### config.mk
export PLATFORM = sky130hd
export DESIGN_NAME = fetch_ctrl
export DESIGN_NICKNAME = d
export VERILOG_FILES = /design/src/rtl/fetch_ctrl.sv
export SDC_FILE = /design/constraint.sdc
export NUM_CORES = 1
export LEC_CHECK = 0
export CAP_MARGIN = 30
export CORE_ASPECT_RATIO = 0.8
export CORE_MARGIN = 2
export CORE_UTILIZATION = 58
export DETAILED_ROUTE_END_ITERATION = 12
export PLACE_DENSITY = 0.86
export SETUP_SLACK_MARGIN = 0.5
export SLEW_MARGIN = 20
export SYNTH_ARGS = -nofsm -noshare
export SYNTH_HDL_FRONTEND = slang
export SYNTH_SLANG_ARGS = --single-unit
### constraint.sdc
create_clock -name clk -period 18.7 [get_ports clk]
set_input_delay 1.87 -clock clk [delete_from_list [all_inputs] [get_ports clk]]
set_output_delay 1.87 -clock clk [all_outputs]
set_load 0.05 [all_outputs]
### src/rtl/fetch_ctrl.sv
`default_nettype none
// ============================================================================
// Module   : fetch_ctrl
// Brief    : Sequenced instruction fetch with stall skid buffer and branch
//            redirect. Optional fetch counter enabled by FETCH_CTRL_PERF_EN.
// Revision : 1.0 - initial release
// ============================================================================
module fetch_ctrl #(
    parameter int          MEM_SIZE = 10,
    parameter logic [31:0] RESET_PC = 32'd0
) (
    input  logic        clk,
    input  logic        rst,
    input  logic        stall,
    input  logic        isBranchTaken,
    input  logic [31:0] in_Addr,
    output logic        mem_req,
    output logic [31:0] mem_addr,
    input  logic        mem_ack,
    input  logic [31:0] mem_rdata,
    output logic [31:0] Inst_Out,
    output logic [31:0] PC_Out,
    output logic        inst_valid,
`ifdef FETCH_CTRL_PERF_EN
    output logic [31:0] fetch_cnt,
`endif
    output logic        flush
);

    localparam logic [31:0] c_mem_size = 32'(MEM_SIZE);

    typedef enum logic [2:0] {
        S_IDLE = 3'd0,
        S_REQ  = 3'd1,
        S_HOLD = 3'd2,
        S_DROP = 3'd3,
        S_HALT = 3'd4
    } state_t;

    state_t      r_state;
    state_t      w_next_state;
    logic [31:0] r_pc;
    logic [31:0] r_drop_addr;
    logic [31:0] r_inst;
    logic [31:0] r_pc_out;
    logic [31:0] r_skid_inst;
    logic [31:0] r_skid_pc;
    logic        r_valid;
    logic        r_skid_valid;
    logic        r_flush;
    logic [31:0] w_pc_inc;
    logic        w_consume;
    logic        w_load_out;
    logic        w_load_skid;
    logic        w_skid_to_out;
    logic        w_advance;

    assign w_pc_inc   = r_pc + 32'd1;
    assign w_consume  = r_valid & ~stall;
    assign mem_req    = (r_state == S_REQ) || (r_state == S_DROP);
    // While draining a squashed request the old address must stay on the bus.
    assign mem_addr   = (r_state == S_DROP) ? r_drop_addr : r_pc;
    assign Inst_Out   = r_inst;
    assign PC_Out     = r_pc_out;
    assign inst_valid = r_valid;
    assign flush      = r_flush;

    always_ff @(posedge clk or posedge rst) begin
        if (rst) begin
            r_state <= S_IDLE;
        end else begin
            r_state <= w_next_state;
        end
    end

    always_comb begin
        w_next_state  = r_state;
        w_load_out    = 1'b0;
        w_load_skid   = 1'b0;
        w_skid_to_out = 1'b0;
        w_advance     = 1'b0;
        if (isBranchTaken) begin
            if ((r_state == S_REQ) && !mem_ack) begin
                w_next_state = S_DROP;
            end else if (in_Addr < c_mem_size) begin
                w_next_state = S_REQ;
            end else begin
                w_next_state = S_HALT;
            end
        end else begin
            case (r_state)
                S_IDLE: w_next_state = (r_pc < c_mem_size) ? S_REQ : S_HALT;
                S_REQ: begin
                    if (mem_ack) begin
                        w_advance = 1'b1;
                        if (!r_valid || w_consume) begin
                            w_load_out   = 1'b1;
                            w_next_state = (w_pc_inc >= c_mem_size) ? S_HALT : S_REQ;
                        end else begin
                            w_load_skid  = 1'b1;
                            w_next_state = S_HOLD;
                        end
                    end
                end
                S_HOLD: begin
                    if (w_consume) begin
                        w_skid_to_out = r_skid_valid;
                        w_next_state  = (r_pc >= c_mem_size) ? S_HALT : S_REQ;
                    end
                end
                S_DROP: begin
                    if (mem_ack) begin
                        w_next_state = (r_pc < c_mem_size) ? S_REQ : S_HALT;
                    end
                end
                S_HALT:  w_next_state = S_HALT;
                default: w_next_state = S_IDLE;
            endcase
        end
    end

    always_ff @(posedge clk or posedge rst) begin
        if (rst) begin
            r_pc         <= RESET_PC;
            r_drop_addr  <= RESET_PC;
            r_inst       <= 32'd0;
            r_pc_out     <= 32'd0;
            r_skid_inst  <= 32'd0;
            r_skid_pc    <= 32'd0;
            r_valid      <= 1'b0;
            r_skid_valid <= 1'b0;
            r_flush      <= 1'b0;
        end else begin
            r_flush <= isBranchTaken;
            if (isBranchTaken) begin
                r_pc         <= in_Addr;
                r_valid      <= 1'b0;
                r_skid_valid <= 1'b0;
                if (w_next_state == S_DROP) begin
                    r_drop_addr <= r_pc;
                end
            end else begin
                if (w_advance) begin
                    r_pc <= w_pc_inc;
                end
                if (w_load_out) begin
                    r_inst   <= mem_rdata;
                    r_pc_out <= r_pc;
                    r_valid  <= 1'b1;
                end else if (w_skid_to_out) begin
                    r_inst       <= r_skid_inst;
                    r_pc_out     <= r_skid_pc;
                    r_valid      <= 1'b1;
                    r_skid_valid <= 1'b0;
                end else if (w_consume) begin
                    r_valid <= 1'b0;
                end
                if (w_load_skid) begin
                    r_skid_inst  <= mem_rdata;
                    r_skid_pc    <= r_pc;
                    r_skid_valid <= 1'b1;
                end
            end
        end
    end

`ifdef FETCH_CTRL_PERF_EN
    logic [31:0] r_fetch_cnt;

    always_ff @(posedge clk or posedge rst) begin
        if (rst) begin
            r_fetch_cnt <= 32'd0;
        end else if (w_consume) begin
            r_fetch_cnt <= r_fetch_cnt + 32'd1;
        end
    end

    assign fetch_cnt = r_fetch_cnt;
`endif

endmodule
`default_nettype wire

* Word level (Yosys, flattened, before mapping)
Cells that the tools add are included.
** Storage, ports and cells
- Bits in registers :: 198
- Input bits :: 69
- Output and inout port bits :: 99
- Word-level logic and storage cells :: 78
** Cells by class
- Add/subtract/negate cells :: 1
- Magnitude comparators :: 4
- Eq/ne operators :: 6
- Mux-type cells :: 40
- Bitwise operators :: 3
- Reductions and logical operators :: 14
** Operators with widths (number)
- $mux 32 :: 7
- $ge 32x4->1 const B :: 2
- $lt 32x4->1 const B :: 2
- $add 32x1->32 const B :: 1
- $mux 3 :: 10
- $mux 1 :: 22
- $pmux 3 s5 :: 1
- $eq 3x2->1 const B :: 3
- $reduce_and 2->1 :: 4
- $reduce_bool 2->1 :: 2
- $reduce_bool 4->1 :: 1
- $eq 3x1->1 const B :: 1
- $eq 3x3->1 const B :: 1
- $logic_not 3->1 :: 1
- $ne 3x2->1 const B :: 1
- $reduce_bool 3->1 :: 1
- $logic_not 1->1 :: 2
- $logic_or 1x1->1 :: 2
- $not 1->1 :: 2
- $and 1x1->1 :: 1
- $logic_and 1x1->1 :: 1

* Depth between registers and ports, before layout
- Depth after elaboration :: 10
- Mapped depth :: 10
- Depth with buffers taken out :: 9

* Worst setup path after synthesis
OpenSTA, ideal clock, no wires.
- Path kind :: flip-flop to output port
- From :: reg r_state[2]
- To :: out mem_addr[10]
- Arrival :: 2.241 ns
- Path slack :: 14.589 ns
- Stages on the path, launching flop included :: 5
- Path through :: dfrtp_1 > nor2b_1 > nand2_1 > buf_1 > mux2_2
** On the way
- Word-level cells in the longest chain between the ends :: 2
** Ends and longest elaborated chain
- start: declaration :: line 40 : state_t r_state;
- start signal: assignment :: line 72 : r_state <= w_next_state;
- $eq 3x2->1 :: line 62 : assign mem_addr = (r_state == S_DROP) ? r_drop_addr : r_pc;
- $mux 32 :: line 62
- end: declaration :: line 18 : output logic [31:0] mem_addr,
Every way passes these cells.

* Worst setup path in the final report
- From :: reg r_state[0]
- To :: out mem_addr[31]
The elaborated chain is that of the path after synthesis.

==> run summary <==
Status -> finished, final reports clean
Die W -> 151 um
First-pass GRT wire length -> 36.5 mm
Number of global-route vias before repair -> 7130
Setup TNS -> 0 ps
RSZ-0062 raised after global routing -> false
CP max-delay cell -> clkdlybuf4s50_1
Share of cells above drive strength 1 -> 0.188
Maximum fanout along the worst path -> 17
Synth area leader -> dfrtp_1
Cell Pwr Density -> 115 mW/mm2
Initial Util -> 0.598
Synthesized area -> 0.00996 mm2
Req. time, crit path -> 16830 ps
Cells after Synth -> 904
FF+latch count, synth -> 198
CP peak stage delay -> 800 ps
Io pins -> 168
Vias -> 7281
TritonCTS Buffers -> 17
Input/output buffers -> 167
Gr usage total -> 0.257
Wire length per cell -> 18.2 um
Post-layout nets -> 1098
Synth top area share -> 0.497
Synth warnings -> 0
Row count -> 42
Ys async rst share -> 1.00
Insertion delay to the later sink of the worst-skew pair -> 430 ps
Final Hold Viols -> 0
Post-CTS Resized -> 0
Remaining DRCs -> 0
DIE AREA -> 0.0182 mm2
Grt ovf -> 0
Post-synthesis cell type count -> 69
Fin area -> 0.0123 mm2
Gpl congestion -> 0.881
P_leak -> 0.00511 uW
Ys flop type -> dfrtp_1
CTS root buffer -> clkbuf_16
Crit start category -> register
Slew HR -> 0.437
VDD IR max -> 0.0832 mV
Final slew viol count -> 0
Post-route ant nets -> 0
Antenna violations before repair -> 0
WS Path Type -> register to output port
Syn Nets -> 976
CTS clk-pin slew, worst paths -> 70 ps
Fmax -> 190 MHz
CTS Buffer Depth -> 2
Buf/Inv on CP -> 2
Hold WC Path Type -> register to register
Clock tree sinks -> 198
Largest net degree at the start of global routing -> 144
H-tree depth -> 4
Max-Cap Viols -> 0
Placed Area -> 0.0117 mm2
Hold_buf cts -> 0
Fin crit period -> 5260 ps
Tcrit/Tclk final -> 0.281
Diode count -> 0
Synthesized area per cell -> 11.0 um2
First-pass iteration count of the detailed router -> 5
Area grow syn2layout -> 23.1%
Post-synthesis sequential area ratio -> 0.497
Post-Route WL -> 22.9 mm
Post-CTS Setup Inserts -> 0
Largest delay contributor family on the critical path -> buffers and inverters
EDFF count, synth -> 0
Least-Margin Pin Slew -> 842 ps
Synth area leaders -> dfrtp_1, mux2_2, mux2i_1
CP cell instances -> nor2b_1 > nand2_1 > buf_4 > mux2_2 > clkdlybuf4s50_1
Clock Skew -> 7.19 ps
Crit. End Element -> output port
Core area -> 0.0167 mm2
Drt first-iter violations -> 594
CTS tree -> built
Arr. time, crit path -> 3390 ps
Vias per inst -> 5.79
Die Y -> 121 um
Final setup viols -> 0
Detail Placement HPWL -> 15.4 mm
[through the flow]
step,setup slack [ps],total power (uW),cells,utilization,hold WS (ps)
2_1_floorplan,11430,884,904,-,446
3_3_place_gp,13230,1040,1223,0.695,464
3_5_place_dp,13530,1050,1226,0.700,476
4_1_cts,13420,1420,1257,0.734,491
5_1_grt,13270,1470,1258,0.736,519
6_report,13440,1410,1258,0.736,481
[registers in the layout (all words and copies together), names as in the netlist]
signal and count:
PC_Out 32, r_pc 32, r_drop_addr 32, inst_valid 1
r_skid_valid 1, r_skid_inst 32, Inst_Out 32, flush 1
r_state 3, r_skid_pc 32
[power breakdown]
part | internal (uW) | switching [uW] | leakage [uW]
logic | 170 | 309 | 0.00227
registers | 506 | 65.2 | 0.00256
clock network | 200 | 160 | 0.000279
[worst reg2reg max path: stages (launching register included)]
cell	delay, ps
dfrtp_1	500
inv_1	150
nor3_4	620
nand2_1	340
nor2_4	510
buf_4	650
mux2i_1	340
a21oi_1	90
[placed cells by master (no fill, tap or decap), types with 6 or more instances in the layout]
cell and instances:
dfrtp_1 198, nand3_1 14, xnor2_1 18, nor2_1 80, nor3_1 11, nand4_1 16
mux2_2 120, mux2i_1 67, clkdlybuf4s50_1 166, clkbuf_16 17, o21ai_0 45, xor2_1 22
buf_4 7, a21oi_1 68, nor4_1 13, and3_1 6, nand2_1 63, inv_1 9
[Yosys cell counts (5+ instances only)]
library cell,instances
nand3_1,15
o21ai_0,45
xor2_1,22
buf_2,25
inv_1,10
mux2_2,120
nand2_1,63
dfrtp_1,198
buf_4,9
mux2i_1,67
a21oi_1,69
nand4_1,16
nor3_1,11
xnor2_1,18
clkbuf_1,25
a31oi_1,5
and3_1,6
buf_1,10
nor2_1,80
nor4_1,13
[layout make-up]
| cell class | instances | area (um2) |
|---|---|---|
| sequential | 198 | 4950 |
| multi-input combinational | 621 | 4580 |
| fill | 1144 | 4400 |
| timing repair buffer | 178 | 1830 |
| clock buffer | 19 | 443 |
| tap | 220 | 275 |
| clock inverter | 12 | 130 |
| inverter | 10 | 45.0 |
[cell families after synthesis]
family	after synthesis	synth area share
AO/OA/AOI/OAI	145	0.0820
buffers and inverters	85	0.0438
multiplexers	188	0.204
AND/OR/NAND/NOR	245	0.134
adder cells (fa/ha/maj)	3	0.00377
XOR/XNOR	40	0.0352
flip-flops	198	0.497
[routing by layer]
layer  up-vias  wire length [um]  GRT usage
met5         -                 0          0
met4         0               301     0.0678
met3        24              1670     0.0643
met2       252             10700      0.397
met1      3566             10200      0.365
li1       3439                 -          -
[final timing paths]
check                                     from              end  slack, ps  depth (start not counted)
min in group asynchronous                  rst  r_skid_inst[19]       1830                          2
worst min register to register  r_drop_addr[0]   r_drop_addr[0]        480                          2
worst max-delay path                r_state[0]     mem_addr[31]      13440                          5
worst min-delay path            r_drop_addr[0]   r_drop_addr[0]        480                          2
worst max register to register      r_state[0]       PC_Out[22]      15350                          7
max in group asynchronous                  rst            flush      15380                          4
Power figures use the tool's default switching activity.
